## src/rtl/mult_div_unit_pkg.sv

```systemverilog
`default_nettype none
// ============================================================================
// Module   : mult_div_unit_pkg
// Brief    : Op encodings and FSM state type for the HI/LO multiply/divide unit.
// Revision : 1.0
// ============================================================================
package mult_div_unit_pkg;

    localparam logic [2:0] OP_MULT  = 3'd0;
    localparam logic [2:0] OP_MULTU = 3'd1;
    localparam logic [2:0] OP_DIV   = 3'd2;
    localparam logic [2:0] OP_DIVU  = 3'd3;
    localparam logic [2:0] OP_MTHI  = 3'd4;
    localparam logic [2:0] OP_MTLO  = 3'd5;

    typedef enum logic [1:0] {
        S_IDLE = 2'd0,
        S_CALC = 2'd1,
        S_FIN  = 2'd2
    } state_t;

endpackage : mult_div_unit_pkg
`default_nettype wire

```

## src/rtl/mdu_step.sv

```systemverilog
`default_nettype none
// ============================================================================
// Module   : mdu_step
// Brief    : One combinational iteration: right shift-add multiply or
//            left shift restoring-subtract divide on the {acc, q} pair.
// Revision : 1.0
// ============================================================================
module mdu_step #(
    parameter int WIDTH = 32
) (
    input  logic [WIDTH-1:0] acc,
    input  logic [WIDTH-1:0] q,
    input  logic [WIDTH-1:0] operand,
    input  logic             div_mode,
    output logic [WIDTH-1:0] acc_next,
    output logic [WIDTH-1:0] q_next
);

    logic [WIDTH:0] sum;
    logic [WIDTH:0] rem;
    logic [WIDTH:0] diff;

    always_comb begin
        sum      = {1'b0, acc} + {1'b0, operand};
        rem      = {acc, q[WIDTH-1]};
        diff     = rem - {1'b0, operand};
        acc_next = acc;
        q_next   = q;
        if (div_mode) begin
            // Partial remainder stays below the divisor, so WIDTH+1 bits hold the shifted value.
            if (!diff[WIDTH]) begin
                acc_next = diff[WIDTH-1:0];
                q_next   = {q[WIDTH-2:0], 1'b1};
            end else begin
                acc_next = rem[WIDTH-1:0];
                q_next   = {q[WIDTH-2:0], 1'b0};
            end
        end else if (q[0]) begin
            {acc_next, q_next} = {sum, q[WIDTH-1:1]};
        end else begin
            {acc_next, q_next} = {1'b0, acc, q[WIDTH-1:1]};
        end
    end

endmodule : mdu_step
`default_nettype wire

```

## src/rtl/mult_div_unit.sv

```systemverilog
`default_nettype none
// ============================================================================
// Module   : mult_div_unit
// Brief    : Iterative MULT/MULTU/DIV/DIVU engine with architectural HI/LO.
// Revision : 1.0
// ============================================================================
module mult_div_unit
    import mult_div_unit_pkg::*;
#(
    parameter int WIDTH = 32
) (
    input  logic             clk,
    input  logic             rst,
    input  logic             start,
    input  logic [2:0]       op,
    input  logic [WIDTH-1:0] a,
    input  logic [WIDTH-1:0] b,
    output logic             busy,
    output logic             done,
    output logic [WIDTH-1:0] hi,
    output logic [WIDTH-1:0] lo
);

    localparam int CW = (WIDTH > 1) ? $clog2(WIDTH) : 1;

    state_t            state, state_next;
    logic [CW-1:0]     count;
    logic [WIDTH-1:0]  acc, q, opnd, a_raw;
    logic              is_div, neg_q, neg_r, div0;
    logic [WIDTH-1:0]  acc_next, q_next;

    logic              signed_op, a_neg, b_neg;
    logic [WIDTH-1:0]  a_mag, b_mag;
    logic [2*WIDTH-1:0] prod_mag, prod;
    logic [WIDTH-1:0]  res_hi, res_lo;

    mdu_step #(.WIDTH(WIDTH)) u_step (
        .acc      (acc),
        .q        (q),
        .operand  (opnd),
        .div_mode (is_div),
        .acc_next (acc_next),
        .q_next   (q_next)
    );

    assign busy = (state != S_IDLE);

    always_ff @(posedge clk or posedge rst) begin
        if (rst) state <= S_IDLE;
        else     state <= state_next;
    end

    always_comb begin
        state_next = state;
        case (state)
            S_IDLE:  if (start && !op[2]) state_next = S_CALC;
            S_CALC:  if (count == CW'(WIDTH-1)) state_next = S_FIN;
            S_FIN:   state_next = S_IDLE;
            default: state_next = S_IDLE;
        endcase
    end

    always_comb begin
        signed_op = (op == OP_MULT) || (op == OP_DIV);
        a_neg     = signed_op && a[WIDTH-1];
        b_neg     = signed_op && b[WIDTH-1];
        a_mag     = a_neg ? -a : a;
        b_mag     = b_neg ? -b : b;
    end

    // Magnitude-domain result with sign restored; MIN/-1 wraps back to MIN naturally.
    always_comb begin
        prod_mag = {acc, q};
        prod     = neg_q ? -prod_mag : prod_mag;
        res_hi   = prod[2*WIDTH-1:WIDTH];
        res_lo   = prod[WIDTH-1:0];
        if (is_div) begin
            if (div0) begin
                res_hi = a_raw;
                res_lo = '1;
            end else begin
                res_hi = neg_r ? -acc : acc;
                res_lo = neg_q ? -q : q;
            end
        end
    end

    always_ff @(posedge clk or posedge rst) begin
        if (rst) begin
            count  <= '0;
            acc    <= '0;
            q      <= '0;
            opnd   <= '0;
            a_raw  <= '0;
            is_div <= 1'b0;
            neg_q  <= 1'b0;
            neg_r  <= 1'b0;
            div0   <= 1'b0;
            hi     <= '0;
            lo     <= '0;
            done   <= 1'b0;
        end else begin
            done <= 1'b0;
            case (state)
                S_IDLE: begin
                    if (start) begin
                        if (!op[2]) begin
                            acc    <= '0;
                            q      <= a_mag;
                            opnd   <= b_mag;
                            a_raw  <= a;
                            is_div <= op[1];
                            neg_q  <= a_neg ^ b_neg;
                            neg_r  <= a_neg;
                            div0   <= (b == '0);
                            count  <= '0;
                        end else if (op == OP_MTHI) begin
                            hi <= a;
                        end else if (op == OP_MTLO) begin
                            lo <= a;
                        end
                    end
                end
                S_CALC: begin
                    acc   <= acc_next;
                    q     <= q_next;
                    count <= count + CW'(1);
                end
                S_FIN: begin
                    hi   <= res_hi;
                    lo   <= res_lo;
                    done <= 1'b1;
                end
                default: ;
            endcase
        end
    end

endmodule : mult_div_unit
`default_nettype wire

```

## config.mk

```make
export PLATFORM = sky130hd
export DESIGN_NAME = mult_div_unit
export DESIGN_NICKNAME = d
export VERILOG_FILES = /design/src/rtl/mult_div_unit_pkg.sv /design/src/rtl/mdu_step.sv /design/src/rtl/mult_div_unit.sv
export SDC_FILE = /design/constraint.sdc
export NUM_CORES = 1
export LEC_CHECK = 0
export CORE_ASPECT_RATIO = 0.7
export CORE_MARGIN = 2
export CORE_UTILIZATION = 40
export CTS_CLUSTER_SIZE = 8
export DETAILED_ROUTE_END_ITERATION = 7
export HOLD_SLACK_MARGIN = 0.15
export PLACE_DENSITY = 0.67
export RECOVER_POWER = 50
export SLEW_MARGIN = 20
export SYNTH_ARGS = -nofsm -noshare
export SYNTH_HDL_FRONTEND = slang
export SYNTH_SLANG_ARGS = --single-unit
```

## constraint.sdc

```tcl
create_clock -name clk -period 9 [get_ports clk]
set_input_delay 1.35 -clock clk [delete_from_list [all_inputs] [get_ports clk]]
set_output_delay 1.35 -clock clk [all_outputs]
set_load 0.005 [all_outputs]
```

; Word-level counts from Yosys, hierarchy flattened
; Cells that the tools add are included.
[classes]
eq_ne = 14
add_sub_neg = 8
n_reduce_logical = 16
bitwise_logic = 2
mux = 37
[op_table]
columns = operator, n
row1 = two-way mux 32 bit, 24
row2 = case mux 32 bit (2 select lines), 4
row3 = negation 32 bit, 4
row4 = two-way mux 64 bit, 1
row5 = negation 64 bit, 1
row6 = adder 32 x 32 -> 33 bit, 1
row7 = subtractor 33 x 32 -> 33 bit, 1
row8 = logical NOT 32 bit, 1
row9 = "inequality test 2 bit, second input constant", 8
row10 = two-way mux 5 bit, 2
row11 = case mux 5 bit (2 select lines), 1
row12 = "== test 3 bit, second input constant", 2
row13 = AND reduction 3 bit, 2
row14 = nonzero test 2 bit, 3
row15 = "adder 5 x 1 -> 5 bit, second input constant", 1
row16 = "== test 5 bit, second input constant", 1
row17 = AND reduction 5 bit, 1
row18 = two-way mux 2 bit, 2
row19 = case mux 2 bit (2 select lines), 1
row20 = AND reduction 4 bit, 1
row21 = "== test 3 x 2 -> 1 bit, second input constant", 1
row22 = logical AND 1 bit, 3
row23 = logical NOT 3 bit, 1
row24 = "== test 2 x 1 -> 1 bit, second input constant", 1
row25 = 8 further kinds, 9
[totals]
reg_bits = 204
output_inout_bits = 66

; Longest topological paths before layout
[logic_depth]
word_depth = 7
depth_mapped = 14

; Hierarchy
; Synthesis repeated with hierarchy kept, for this count alone.
[hier_totals]
cells_unflattened = 2139
area_unflattened_um2 = 16918.7
[modules_own_cells]
columns = module, area_per_inst_um2, cells_each, n_inst, seq_area_each_um2
row1 = mult_div_unit, 12197.9, 1449, 1, 5104.9
row2 = mdu_step, 4720.8, 690, 1, 0.0

; Worst setup path after synthesis
; OpenSTA, ideal clock, no wires.
[synth_path]
path_kind = input to register
start = input port a[6]
end = register q[27]
t_arrival_ns = 3.331
setup_time_ns = 0.131
path_buffers = 1
stages = 9
setup_slack_ns = 5.538
cell_sequence = clkbuf_1 -> or4_1 -> nor4_1 -> and3b_1 -> nand2_1 -> o31ai_1 -> xnor2_1 -> o21ai_0 -> o21ai_1
[synth_via]
elab_chain_cells = 5
[synth_rtl]
columns = item, line
row1 = start: declaration, mult_div_unit.sv:16  ; input logic [WIDTH-1:0] a,
row2 = negation 32 bit, mult_div_unit.sv:67  ; a_mag = a_neg ? -a : a;
row3 = two-way mux 32 bit, mult_div_unit.sv:67
row4 = two-way mux 32 bit, mult_div_unit.sv:107  ; if (!op[2]) begin
row5 = two-way mux 32 bit, mult_div_unit.sv:106  ; if (start) begin
row6 = case mux 32 bit (2 select lines), mult_div_unit.sv:104  ; case (state)
row7 = end signal: assignment, mult_div_unit.sv:109  ; q <= a_mag;
row8 = end signal: assignment, mult_div_unit.sv:126  ; q <= q_next;
row9 = end: declaration, mult_div_unit.sv:28  ; logic [WIDTH-1:0] acc, q, opnd, a_raw;
; Every way passes these cells. The select of a mux whose other input is x is not followed.
; A chain may end at the register's enable or synchronous reset.

==> metrics.md <==
| Metric | Value |
|---|---|
| Endpoint of the most critical register-to-register path | `hi[4]` |
| Largest net degree at the start of global routing | `94` |
| Count of flip-flops with a built-in enable after synthesis | `0` |
| Register-to-register setup slack | `4.61 ns` |
| Worst slew margin relative to its limit | `-195%` |
| RD Place Congestion | `1.02` |
| Wire length of the first global-routing pass | `93,200 um` |
| Worst VDD drop | `0.256 mV` |
| Number of distinct library cells after synthesis | `80` |
| Std cell rows | `62` |
| Antenna cells | `0` |
| Seq/Total Area, Yosys | `30.4%` |
| Critical path peak fanout | `93` |
| Finished layout cell area | `19,200 sq um` |
| Core outline area | `41,200 sq um` |
| Slowest cell on crit path | `sky130_fd_sc_hd__clkinvlp_2` |
| Global-route usage over all layers | `26.9%` |
| RSZ-0062 raised after global routing | `false` |
| Place WS | `4.28 ns` |
| Share of synthesized flip-flops with an asynchronous set or reset | `100%` |
| Via count | `16,745` |
| Proportion of layout cells with a drive suffix above 1 | `4.54%` |
| Number of buffer and inverter stages on the critical path | `3` |
| Worst Hold Depth | `2` |
| Final setup violating endpoints | `0` |
| Die span in x | `249 um` |
| Number of search-and-repair iterations in the first detailed-routing pass | `6` |
| Mean post-synth cell area | `7.83 sq um` |
| Crit path kind | `input port to async pin` |
| Total clock sinks | `204` |
| Power density of the placed cells | `433 nW/um^2` |
| Die Y-Extent | `175 um` |
| Period Utilization, post-route | `53.5%` |
| Number of antenna-violating nets in the routed design | `0` |
| Starting utilization of the core area | `40.8%` |
| Number of buffers inserted by hold repair at cts | `0` |
| Max Buffers Root-to-Sink | `3` |
| Resize count post-CTS | `0` |
| Failing checks | `capacitance limit, slew limit` |
| Area of placed instances | `18,400 sq um` |
| Time the final worst path needs with I/O delays and setup | `4.81 ns` |
| Worst-margin pin slew | `4.41 ns` |
| Beginning of the worst register-to-register path | `state[0]` |
| Worst Clk Skew | `0.0115 ns` |
| Sort of element at the end of the critical path | `async pin` |
| PnR Total Power | `8.31 mW` |
| CP arrival | `5.41 ns` |
| CP top delay family | `buffers and inverters` |
| Max-slew violations | `147` |
| Hold worst-path end | `a_raw[19]` |
| Number of nets at the end of the flow | `2,318` |
| Synth Cell Area | `16,800 sq um` |
| Worst Setup Slack, final | `4.19 ns` |
| Worst endpoint required time | `9.60 ns` |
| Outcome | `finished, violations left` |
| Avg WL per Cell | `22.0 um` |
| Number of nets produced by synthesis | `2,287` |
| Critical-path cell list | `dlygate4sd3_1, clkinvlp_2, buf_4` |
| Initial antenna violation count | `0` |
| Post-route DRC violation count | `0` |
| Maximum frequency from static timing analysis | `0.208 GHz` |
| Number of CTS-inserted buffers | `29` |
| Number of H-tree levels | `1` |
| GRT Residual Overflow | `0` |
| Most instantiated flip-flop cell in the synthesis netlist | `sky130_fd_sc_hd__dfrtp_1` |
| Clock transition at path regs | `0.05 ns` |
| Lkg Pwr | `7.79 nW` |
| Vias in the first global route | `15,807` |
| Worst reg-to-reg path cell count | `6` |
| Reported max-cap violation count | `2` |
| Number of synthesis warnings | `0` |
| Post-detail-place hpwl | `43,300 um` |
| Setup TNS after final layout | `0 ns` |
| Worst min-delay path startpoint | `a_raw[19]` |
| Category of the worst setup path launch point | `input port` |
| Full die area | `43,600 sq um` |
| Root buffer cell | `sky130_fd_sc_hd__clkbuf_16` |
| Hold violation count in the final report | `0` |
| Maximum single-stage delay on the critical path | `2.46 ns` |
| Count of buffers inserted at the top-level ports | `135` |
| Number of storage elements in the synthesis netlist | `204` |
| CTS tree | `done` |
| Drt via density | `6.15` |
| Boundary pin count | `136` |
| Number of setup buffers added after CTS | `0` |
| Area added between synthesis and finish | `14.2%` |
| Detailed-route wire length | `59,900 um` |
| DR iter-0 viols | `1,819` |
| Gate count of the mapped netlist | `2,145` |
| Worst-Skew Late Latency | `0.57 ns` |
| Classification of the worst-slack hold path | `register to register` |
[cells in the mapped netlist (all sizes together), types with 15 or more instances]
library cell    n  area share [%]
o211ai         16            0.72
a32oi          34             1.8
a31oi          17            0.63
o41ai          19             1.1
inv            63             1.4
nor3           38             1.1
o31ai          38             1.7
clkbuf        131             2.9
buf            28            0.85
nand3          27            0.88
dfrtp         204              30
mux2i          72             4.3
or3            23            0.92
nand2         412             9.2
nor2          116             2.6
ha             70             5.2
xor2          110             5.7
a21oi         105             3.2
o221ai         15            0.78
nor4           20            0.87
xnor2          72             3.8
nand4          22            0.82
o21ai         248             7.4
a21o           27             1.2
nand2b         16            0.64
or4            20             1.0
[cell families (layout without fill, tap and decap cells)]
group                    count (synthesis)  in the layout  synth area share [%]
adder cells (fa/ha/maj)                 72             72                  5.46
AND/OR/NAND/NOR                        752            752                  20.5
XOR/XNOR                               182            182                  9.54
AO/OA/AOI/OAI                          639            639                  24.5
multiplexers                            74             74                  4.43
flip-flops                             204            204                  30.4
buffers and inverters                  222            256                  5.19
[metrics by stage]
stage	cells	util (%)	hold slack [ns]
3_3_place_gp	2689	44.7	0.459
4_1_cts	2723	46.6	0.477
6_report	2723	46.5	0.477
2_1_floorplan	2145	-	0.440
5_1_grt	2723	46.5	0.496
3_5_place_dp	2689	44.7	0.463
[layout make-up]
class / count / area (sq um)
fill: 3977 / 22000
sequential: 204 / 5110
timing repair buffer: 159 / 1530
tap: 544 / 681
multi-input combinational: 1719 / 10900
inverter: 63 / 238
clock buffer: 33 / 761
clock inverter: 1 / 8.76
[worst max path at each step]
stage               start  endpoint  cells past startpoint  slack [ns]
floorplan             rst  a_raw[0]                      1        2.08
global placement     a[2]     q[27]                     10        4.35
detailed placement   a[2]     q[27]                     10        4.28
CTS                 q[31]   acc[12]                     13        4.83
global route          rst    is_div                      3        3.42
finish                rst     q[17]                      3        4.19
[routing by layer]
metal / vias to the layer above / track usage (%) / routed length (um)
li1: 7741 / - / -
met1: 8174 / 40.4 / 28300
met2: 743 / 38.9 / 24800
met3: 83 / 5.62 / 5460
met4: 4 / 5.86 / 1140
met5: - / 3.63 / 221
[worst min-delay path: stages, from the launching register on]
cell	delay (ns)
sky130_fd_sc_hd__dfrtp_1	0.34
sky130_fd_sc_hd__nand2_1	0.05
sky130_fd_sc_hd__nand2_1	0.05
[registers in the layout, indices dropped and copies added, names as in the netlist]
name,count
q,32
lo,32
opnd,32
count,5
state,2
a_raw,32
acc,32
hi,32
done,1
neg_r,1
div0,1
neg_q,1
is_div,1
[where the power goes]
group / switching, mW / leakage [nW] / total, mW / internal [mW]
clock: 0.424 / 0.379 / 1.01 / 0.581
combinational: 3.05 / 4.99 / 5.26 / 2.21
sequential: 0.670 / 2.42 / 2.05 / 1.38
total: 4.14 / 7.79 / 8.31 / 4.17
[layout by cell type, fill, tap and decap left out, drive strengths merged, types with 22 or more instances in the layout]
cell | netlist | routed
nand2 | 412 | 412
o21ai | 248 | 248
dfrtp | 204 | 204
nor2 | 116 | 116
xor2 | 110 | 110
a21oi | 105 | 105
mux2i | 72 | 72
clkdlybuf4s50 | 0 | 72
xnor2 | 72 | 72
ha | 70 | 70
dlygate4sd3 | 0 | 63
inv | 63 | 63
o31ai | 38 | 38
nor3 | 38 | 38
a32oi | 34 | 34
clkbuf | 131 | 34
a21o | 27 | 27
nand3 | 27 | 27
buf | 28 | 23
or3 | 23 | 23
nand4 | 22 | 22
No activity file was read; power rests on OpenSTA's default activity.
